===== src/rtl/mem_if_pkg.sv =====
// Shared definitions for the data-memory interface: responder FSM states
// and request field encodings used by the MEM stage and hazard unit.
package mem_if_pkg;

    typedef enum logic [1:0] {
        IDLE = 2'd0,
        WAIT = 2'd1,
        RESP = 2'd2
    } state_t;

    localparam logic SIZE_BYTE = 1'b0;
    localparam logic SIZE_WORD = 1'b1;

    localparam logic RW_READ   = 1'b0;
    localparam logic RW_WRITE  = 1'b1;

endpackage


===== src/rtl/byte_lane_ram.sv =====
// Byte-addressed storage, big-endian: word at A is {mem[A], mem[A+1],
// mem[A+2], mem[A+3]}. Combinational 4-byte read at the word-aligned index
// of i_addr; synchronous write of either one byte or one aligned word.
module byte_lane_ram #(
    parameter int ADDR_WIDTH = 8
) (
    input  logic                  clk,
    input  logic                  i_we_byte,
    input  logic                  i_we_word,
    input  logic [ADDR_WIDTH-1:0] i_addr,
    input  logic [31:0]           i_wdata,
    output logic [31:0]           o_rdata
);

    logic [7:0] r_mem [0:(1<<ADDR_WIDTH)-1];

    logic [ADDR_WIDTH-1:0] w_a0;
    logic [ADDR_WIDTH-1:0] w_a1;
    logic [ADDR_WIDTH-1:0] w_a2;
    logic [ADDR_WIDTH-1:0] w_a3;

    assign w_a0 = {i_addr[ADDR_WIDTH-1:2], 2'd0};
    assign w_a1 = {i_addr[ADDR_WIDTH-1:2], 2'd1};
    assign w_a2 = {i_addr[ADDR_WIDTH-1:2], 2'd2};
    assign w_a3 = {i_addr[ADDR_WIDTH-1:2], 2'd3};

    assign o_rdata = {r_mem[w_a0], r_mem[w_a1], r_mem[w_a2], r_mem[w_a3]};

    // Word write fills all four lanes; byte write touches only the addressed byte.
    always_ff @(posedge clk) begin
        if (i_we_word) begin
            r_mem[w_a0] <= i_wdata[31:24];
            r_mem[w_a1] <= i_wdata[23:16];
            r_mem[w_a2] <= i_wdata[15:8];
            r_mem[w_a3] <= i_wdata[7:0];
        end else if (i_we_byte) begin
            r_mem[i_addr] <= i_wdata[7:0];
        end
    end

endmodule


===== src/rtl/data_mem_responder.sv =====
// Data-memory responder. Handshake: a request transfers on a rising edge
// where req_valid && req_ready; req_ready is high only in IDLE, so request
// inputs are ignored while an access is in flight. The access happens on
// the edge that enters RESP, and rsp_valid is a one-cycle pulse in RESP.
module data_mem_responder
    import mem_if_pkg::*;
#(
    parameter int ADDR_WIDTH  = 8,
    parameter int WAIT_CYCLES = 1
) (
    input  logic                  clk,
    input  logic                  reset,
    input  logic                  req_valid,
    output logic                  req_ready,
    input  logic                  req_rw,
    input  logic                  req_size,
    input  logic [ADDR_WIDTH-1:0] req_addr,
    input  logic [31:0]           req_wdata,
    output logic                  rsp_valid,
    output logic [31:0]           rsp_rdata,
    output logic                  rsp_err,
    output logic                  busy,
    output state_t                dbg_state
);

    localparam bit         NO_WAIT   = (WAIT_CYCLES == 0);
    localparam logic [3:0] WAIT_INIT = NO_WAIT ? 4'd0 : 4'(WAIT_CYCLES - 1);

    state_t                r_state;
    logic [3:0]            r_cnt;
    logic                  r_rw;
    logic                  r_size;
    logic [ADDR_WIDTH-1:0] r_addr;
    logic [31:0]           r_wdata;

    logic                  w_hs;
    logic                  w_direct;
    logic                  w_go;
    logic                  w_a_rw;
    logic                  w_a_size;
    logic [ADDR_WIDTH-1:0] w_a_addr;
    logic [31:0]           w_a_wdata;
    logic                  w_misaligned;
    logic                  w_we_word;
    logic                  w_we_byte;
    logic [31:0]           w_ram_rdata;
    logic [7:0]            w_byte;

    assign w_hs     = req_valid && req_ready;
    // With no wait states the accept edge is also the RESP entry edge, so
    // the access uses the values being latched on that same edge.
    assign w_direct = NO_WAIT && w_hs;
    assign w_go     = w_direct || ((r_state == WAIT) && (r_cnt == 4'd0));

    assign w_a_rw    = w_direct ? req_rw    : r_rw;
    assign w_a_size  = w_direct ? req_size  : r_size;
    assign w_a_addr  = w_direct ? req_addr  : r_addr;
    assign w_a_wdata = w_direct ? req_wdata : r_wdata;

    assign w_misaligned = (w_a_size == SIZE_WORD) && (w_a_addr[1:0] != 2'b00);

    // Reset on the RESP entry edge abandons the access, including its write.
    assign w_we_word = w_go && !reset && (w_a_rw == RW_WRITE) &&
                       (w_a_size == SIZE_WORD) && !w_misaligned;
    assign w_we_byte = w_go && !reset && (w_a_rw == RW_WRITE) &&
                       (w_a_size == SIZE_BYTE);

    assign dbg_state = r_state;

    byte_lane_ram #(
        .ADDR_WIDTH(ADDR_WIDTH)
    ) u_ram (
        .clk       (clk),
        .i_we_byte (w_we_byte),
        .i_we_word (w_we_word),
        .i_addr    (w_a_addr),
        .i_wdata   (w_a_wdata),
        .o_rdata   (w_ram_rdata)
    );

    // Select the addressed byte out of the big-endian word.
    always_comb begin
        w_byte = 8'h00;
        case (w_a_addr[1:0])
            2'd0:    w_byte = w_ram_rdata[31:24];
            2'd1:    w_byte = w_ram_rdata[23:16];
            2'd2:    w_byte = w_ram_rdata[15:8];
            default: w_byte = w_ram_rdata[7:0];
        endcase
    end

    // Responder FSM with registered handshake, busy and response outputs.
    always_ff @(posedge clk) begin
        if (reset) begin
            r_state   <= IDLE;
            r_cnt     <= 4'd0;
            r_rw      <= RW_READ;
            r_size    <= SIZE_BYTE;
            r_addr    <= '0;
            r_wdata   <= 32'h0;
            req_ready <= 1'b1;
            busy      <= 1'b0;
            rsp_valid <= 1'b0;
            rsp_err   <= 1'b0;
            rsp_rdata <= 32'h0;
        end else begin
            rsp_valid <= 1'b0;
            rsp_err   <= 1'b0;
            case (r_state)
                IDLE: begin
                    if (w_hs) begin
                        r_rw      <= req_rw;
                        r_size    <= req_size;
                        r_addr    <= req_addr;
                        r_wdata   <= req_wdata;
                        req_ready <= 1'b0;
                        busy      <= 1'b1;
                        if (NO_WAIT) begin
                            r_state <= RESP;
                        end else begin
                            r_state <= WAIT;
                            r_cnt   <= WAIT_INIT;
                        end
                    end
                end
                WAIT: begin
                    if (r_cnt == 4'd0) begin
                        r_state <= RESP;
                    end else begin
                        r_cnt <= r_cnt - 4'd1;
                    end
                end
                RESP: begin
                    r_state   <= IDLE;
                    req_ready <= 1'b1;
                    busy      <= 1'b0;
                end
                default: begin
                    r_state   <= IDLE;
                    req_ready <= 1'b1;
                    busy      <= 1'b0;
                end
            endcase
            if (w_go) begin
                rsp_valid <= 1'b1;
                if (w_misaligned) begin
                    rsp_err   <= 1'b1;
                    rsp_rdata <= 32'h0;
                end else if (w_a_rw == RW_READ) begin
                    rsp_rdata <= (w_a_size == SIZE_WORD) ? w_ram_rdata : {24'h0, w_byte};
                end
            end
        end
    end

endmodule

===== config.mk =====
export PLATFORM = sky130hd
export DESIGN_NAME = data_mem_responder
export DESIGN_NICKNAME = d
export VERILOG_FILES = /design/src/rtl/mem_if_pkg.sv /design/src/rtl/byte_lane_ram.sv /design/src/rtl/data_mem_responder.sv
export SDC_FILE = /design/constraint.sdc
export NUM_CORES = 2
export LEC_CHECK = 0
export ABC_CLOCK_PERIOD_IN_PS = 3900
export CORE_MARGIN = 4
export CORE_UTILIZATION = 50
export DETAILED_ROUTE_END_ITERATION = 8
export HOLD_SLACK_MARGIN = 0.06
export PLACE_DENSITY = 0.66
export SYNTH_ARGS = -nofsm -noshare
export SYNTH_HDL_FRONTEND = slang
export SYNTH_SLANG_ARGS = --single-unit
export TNS_END_PERCENT = 50

===== constraint.sdc =====
create_clock -name clk -period 3.9 [get_ports clk]
set_input_delay 0.78 -clock clk [delete_from_list [all_inputs] [get_ports clk]]
set_output_delay 0.78 -clock clk [all_outputs]
set_load 0.05 [all_outputs]

### Word-level counts from Yosys, hierarchy flattened

Memories as Yosys holds them, arrays and structs flattened. A register that Yosys moved wholly into a read port is not among the register bits.
Index checks and enable logic that the tools add are counted.

| word-level totals | value |
|---|---|
| register bits | 84 |
| memory bits (writable) | 2048 |
| output and inout bits | 38 |
| word-level logic and storage cells | 77 |
| memories | 1 |

Memories:

| memory | words | bits a word | rd ports | clocked after memory_dff | write ports | line | RTL |
|---|---|---|---|---|---|---|---|
| u_ram.r_mem | 256 | 8 | 4 | 4 | 4 | byte_lane_ram.sv:15 | `logic [7:0] r_mem [0:(1<<ADDR_WIDTH)-1];` |

| cells by class | value |
|---|---|
| add/subtract/negate cells | 1 |
| eq/ne operators | 7 |
| multiplexer cells | 32 |
| bitwise operators | 3 |
| reduce and logical (&&, ||, !) cells | 22 |

Operators with widths:

| cell | number |
|---|---|
| two-way mux 32 bit | 3 |
| two-way mux 8 bit | 10 |
| one-hot mux 8 bit (3 select lines) | 1 |
| two-way mux 1 bit | 10 |
| logical AND 1 bit | 8 |
| two-way mux 4 bit | 2 |
| one-hot mux 4 bit (2 select lines) | 1 |
| AND reduction 2 bit | 4 |
| OR reduction 8 bit | 1 |
| == test 2 x 1 -> 1 bit (second input constant) | 2 |
| logical NOT 2 bit | 2 |
| logical NOT 4 bit | 1 |
| two-way mux 2 bit | 2 |
| inequality test 2 x 1 -> 1 bit (second input constant) | 2 |
| inequality test 2 bit (second input constant) | 2 |
| one-hot mux 1 bit (2 select lines) | 2 |
| one-hot mux 2 bit (2 select lines) | 1 |
| nonzero test 2 bit | 2 |
| subtractor 4 x 1 -> 4 bit (second input constant) | 1 |
| inverter 1 bit | 3 |
| AND reduction 3 bit | 1 |
| == test 2 bit (second input constant) | 1 |
| logical NOT 1 bit | 2 |
| OR reduction 2 bit | 1 |

### Logic depth before layout (Yosys ltp)

| depth | value |
|---|---|
| word-level depth | 10 |
| mapped depth | 12 |
| gate-level depth less buffers | 9 |

### Cells and area by module

Synthesis repeated with hierarchy kept, for this count alone.

| second synthesis, totals | value |
|---|---|
| cells, all modules | 6075 |
| area total of the unflattened synthesis | 101579.9 µm² |

By module, submodules not included:

| module | instances | cells each | area an instance (µm²) | sequential area each (µm²) |
|---|---|---|---|---|
| byte_lane_ram | 1 | 5708 | 98313.0 | 61499.0 |
| data_mem_responder | 1 | 367 | 3266.9 | 1681.6 |

### Worst setup path after synthesis

No wires, ideal clock.

| timing | value |
|---|---|
| path kind | reg-to-reg |
| start | register r_state[0] (netlist: dbg_state[0]) |
| end | memory u_ram.r_mem[70][0] (enable) |
| data arrival time | 2.386 ns |
| setup slack | 1.144 ns |
| cell stages (with the launch flop) | 9 |
| period minus slack after synthesis | 2.756 ns |
| cell sequence | dfxtp_1 nand2b_1 nand2b_4 nor2_2 nand2_1 or3_1 clkbuf_1 buf_1 nor2_1 |

RTL lines:

| item | line | RTL |
|---|---|---|
| start, declared | data_mem_responder.sv:29 | `state_t r_state;` |
| start signal, assigned | data_mem_responder.sv:95 | `r_state <= IDLE;` |
| start signal, assigned | data_mem_responder.sv:119 | `r_state <= RESP;` |
| start signal, assigned | data_mem_responder.sv:121 | `r_state <= WAIT;` |
| end, declared | byte_lane_ram.sv:15 |  |

==> impl_metrics.ini <==
[outcome]
status = complete, but fails checks
violations = negative setup slack

[sta]
clock.fmax_mhz = 247.3
worstMarginPinSlew_ns = 1.208
finalCritPeriodShare_pct = 103.7
hold_viol_final = 0
max_slew_margin_pct = 19.17
fin_ws_ns = -0.1431
finalClockSkew_ns = 0.03165
rsz0062_at_grt = false
layout_min_cycle_time_ns = 4.043
fin_tns_setup_ns = -0.1431
setup_viol = 1
slew_viol_final = 0

[setup_path]
critical_path_required_ns = 4.65
worstPathCellList = buf_12 -> buf_4 -> buf_4 -> mux4_2 -> a211oi_1 -> nand3_1 -> o21ai_0 -> a311oi_2 -> o211ai_1 -> o22ai_1
critical_path.max_stage_delay_ns = 0.99
cp_common_cell = buf_4
path_class = flop to flop
cp.arrival_ns = 4.79
crit_slowest_cell = a211oi_1
cp_max_fo = 18
start_kind = flop
endpoint_kind = flop

[clock_network]
clock_latency_ns = 0.89
clock-root-buffer = clkbuf_16
htreeDepth = 4
post_cts_buffers = 0
cts.sinks = 2138
clkTransAtPathRegs_ns = 0.06
cts_buffer_depth = 3
cts_tree = yes
cts_made_buffers = 223

[min_path]
hp-class = primary input to flop

[finish]
final_area_um2 = 117500
drive_above_1_share_pct = 42.93
most-common-layout-cells = edfxtp_1 (2048), mux2_2 (1513), buf_4 (579)
utilization_pct = 57.12
fin_cells = 9595
area_growth_pct = 13.16
layout_commonest_cell = edfxtp_1
nets = 6752
fillers = 16036

[placement]
pre_cts_ws_ns = -0.2774
portBuffers = 82
placed_area_um2 = 110300
dp_cells = 9168
hpwl_mm = 247.2
gp_congestion = 1.015

[synthesis]
synth_compound_area_share_pct = 2.922
synth_top_family_by_area = multiplexers
syn_nets = 6435
synth_warnings = 0
yosysTopAreaCell = edfxtp_1
synthAdderAreaFrac_pct = 0.02411
synthMuxAreaShare_pct = 28.61
syn-mean-instance-area_um2 = 16.25
syn_area_um2 = 103800
ys_seq_elements = 2138
synth-simple-area-share_pct = 4.150
synthDistinctLibCells = 90
synth-seq-area-share_pct = 60.99
yosys-top-cells-area = edfxtp_1 (59%), mux2_2 (16%), mux4_2 (8.3%), mux4_1 (1.9%), dfxtp_1 (1.7%)
syn_inst = 6388
synthArstFlopShare_pct = 0
synth_xor_area_share_pct = 0.03375
yosysTopAreaCellShare_pct = 59.25
synth_edf_count = 2048
yosys_most_used_dff = edfxtp_1

[power]
clkPwrFrac_pct = 39.9
p_int_w = 0.03974
p_sw_w = 0.01338
peakVddDrop_mv = 0.5575
power_density_nw_per_um2 = 452.3
switching_share_pct = 25.19
p_leak_nw = 40.62
p_comb_share_pct = 11.2
seqPwrFrac_pct = 48.9

[global_route]
grt_pass1_vias = 63655
overflow = 0
grt_max_degree = 126
grt_pass1_wl_mm = 505.0
track_usage_pct = 33.35
antenna_found_initial = 22

[drt]
wire_per_inst_um = 37.91
route.detailed.drc = 0
num_vias = 64750
viasPerCell = 6.748
totalWireLength_mm = 363.8
first_iter_violations = 9640
drt_first_pass_iters = 6
antenna_left = 0

[floorplan]
num_rows = 166
io_pins = 83
core_um2 = 205600
die-width_um = 463.6
dieArea_um2 = 214900
die_h_um = 463.6
initial_utilization_pct = 50.48

[run]
drv_cap = 0
[layout make-up]
type / count / area, um2 / area share, %
well taps: 2688 / 3363 / 2.864
clock buffers: 297 / 6063 / 5.162
multi-input cells: 3617 / 37180 / 31.65
flip-flops and latches: 2138 / 63390 / 53.97
clock inverters: 122 / 1087 / 0.9257
repair buffers: 718 / 6319 / 5.380
inverters: 7 / 27.53 / 0.02344
diodes: 8 / 20.02 / 0.01704
[registers in the layout, indices dropped and copies added (netlist names), 2 cells and up, named ones only]
signal / cells
dbg_state: 2
r_addr: 8
r_cnt: 4
r_wdata: 32
rsp_rdata: 32
u_ram.r_mem: 2048
[final timing paths]
| kind | depth (start not counted) | from | endpoint | slack (ns) |
|---|---|---|---|---|
| max | 10 | flop | rsp_rdata[0] | -0.14 |
| min | 2 | reset | rsp_valid | 0.19 |
| max reg2reg | 10 | flop | rsp_rdata[0] | -0.14 |
| min reg2reg | 2 | r_wdata[9] | r_wdata[9] | 0.45 |
[critical path: cells and delay by family (launching register included)]
kind | cells | cell delay, ns
mux | 1 | 0.66
simple gates | 1 | 0.14
flops | 1 | 0.63
buf+inv | 3 | 0.74
compound gates | 5 | 1.67
[logic make-up after synthesis]
kind of cell,count (synthesis)
compound gates,435
buf+inv,633
simple gates,1002
flops,2138
mux,2174
xor+xnor,4
fa+ha+maj,2
[stage by stage]
step                hold WS (ns)  total power (W)
floorplan                 0.4813          0.02977
global placement          0.4458          0.03213
detailed placement        0.4484          0.03223
CTS                       0.1513          0.05306
global route              0.1431          0.05436
finish                    0.1896          0.05312
[repair_timing]
action | 4_1_cts | 5_1_grt
hold endpoints to repair | 0 | 0
gates cloned | 0 | 0
setup endpoints to repair | 2 | 3
resized for setup | 1 | 2
hold buffers | 0 | 0
[cells in the mapped netlist (7+ instances only)]
cell,n
a22oi_1,105
mux2_1,43
or3_1,11
a31oi_1,9
o221ai_1,16
nand2b_1,21
o211ai_1,9
a21oi_1,116
nand2_1,403
o21ai_1,8
buf_4,31
mux2i_1,162
mux4_1,74
or3b_2,8
nor2_1,389
buf_2,70
a22o_1,8
nand3_1,47
nor2b_1,18
a211oi_1,23
o22ai_1,32
o21ai_0,27
nor3_1,29
clkbuf_8,23
mux4_2,382
nand3b_1,8
nor2_2,14
buf_8,8
buf_6,28
dfxtp_1,90
mux2_2,1513
buf_1,25
or2_2,7
edfxtp_1,2048
a221oi_1,25
buf_12,17
clkbuf_1,418
[layer usage]
layer	track usage, %	wire length, um	vias to the layer above
li1	-	-	25860
met1	43.03	131800	33683
met2	49.49	160800	4241
met3	9.014	40160	954
met4	22.54	30940	12
met5	0.3565	79	-
[power by group through the flow]
stage / clock (W) / sequential, W / combinational [W]
2_1_floorplan: 0 / 0.0260 / 0.00373
3_3_place_gp: 0 / 0.0264 / 0.00571
3_5_place_dp: 0 / 0.0264 / 0.00580
4_1_cts: 0.0213 / 0.0259 / 0.00582
5_1_grt: 0.0223 / 0.0259 / 0.00615
6_report: 0.0212 / 0.0260 / 0.00597
Power figures use the tool's default switching activity.
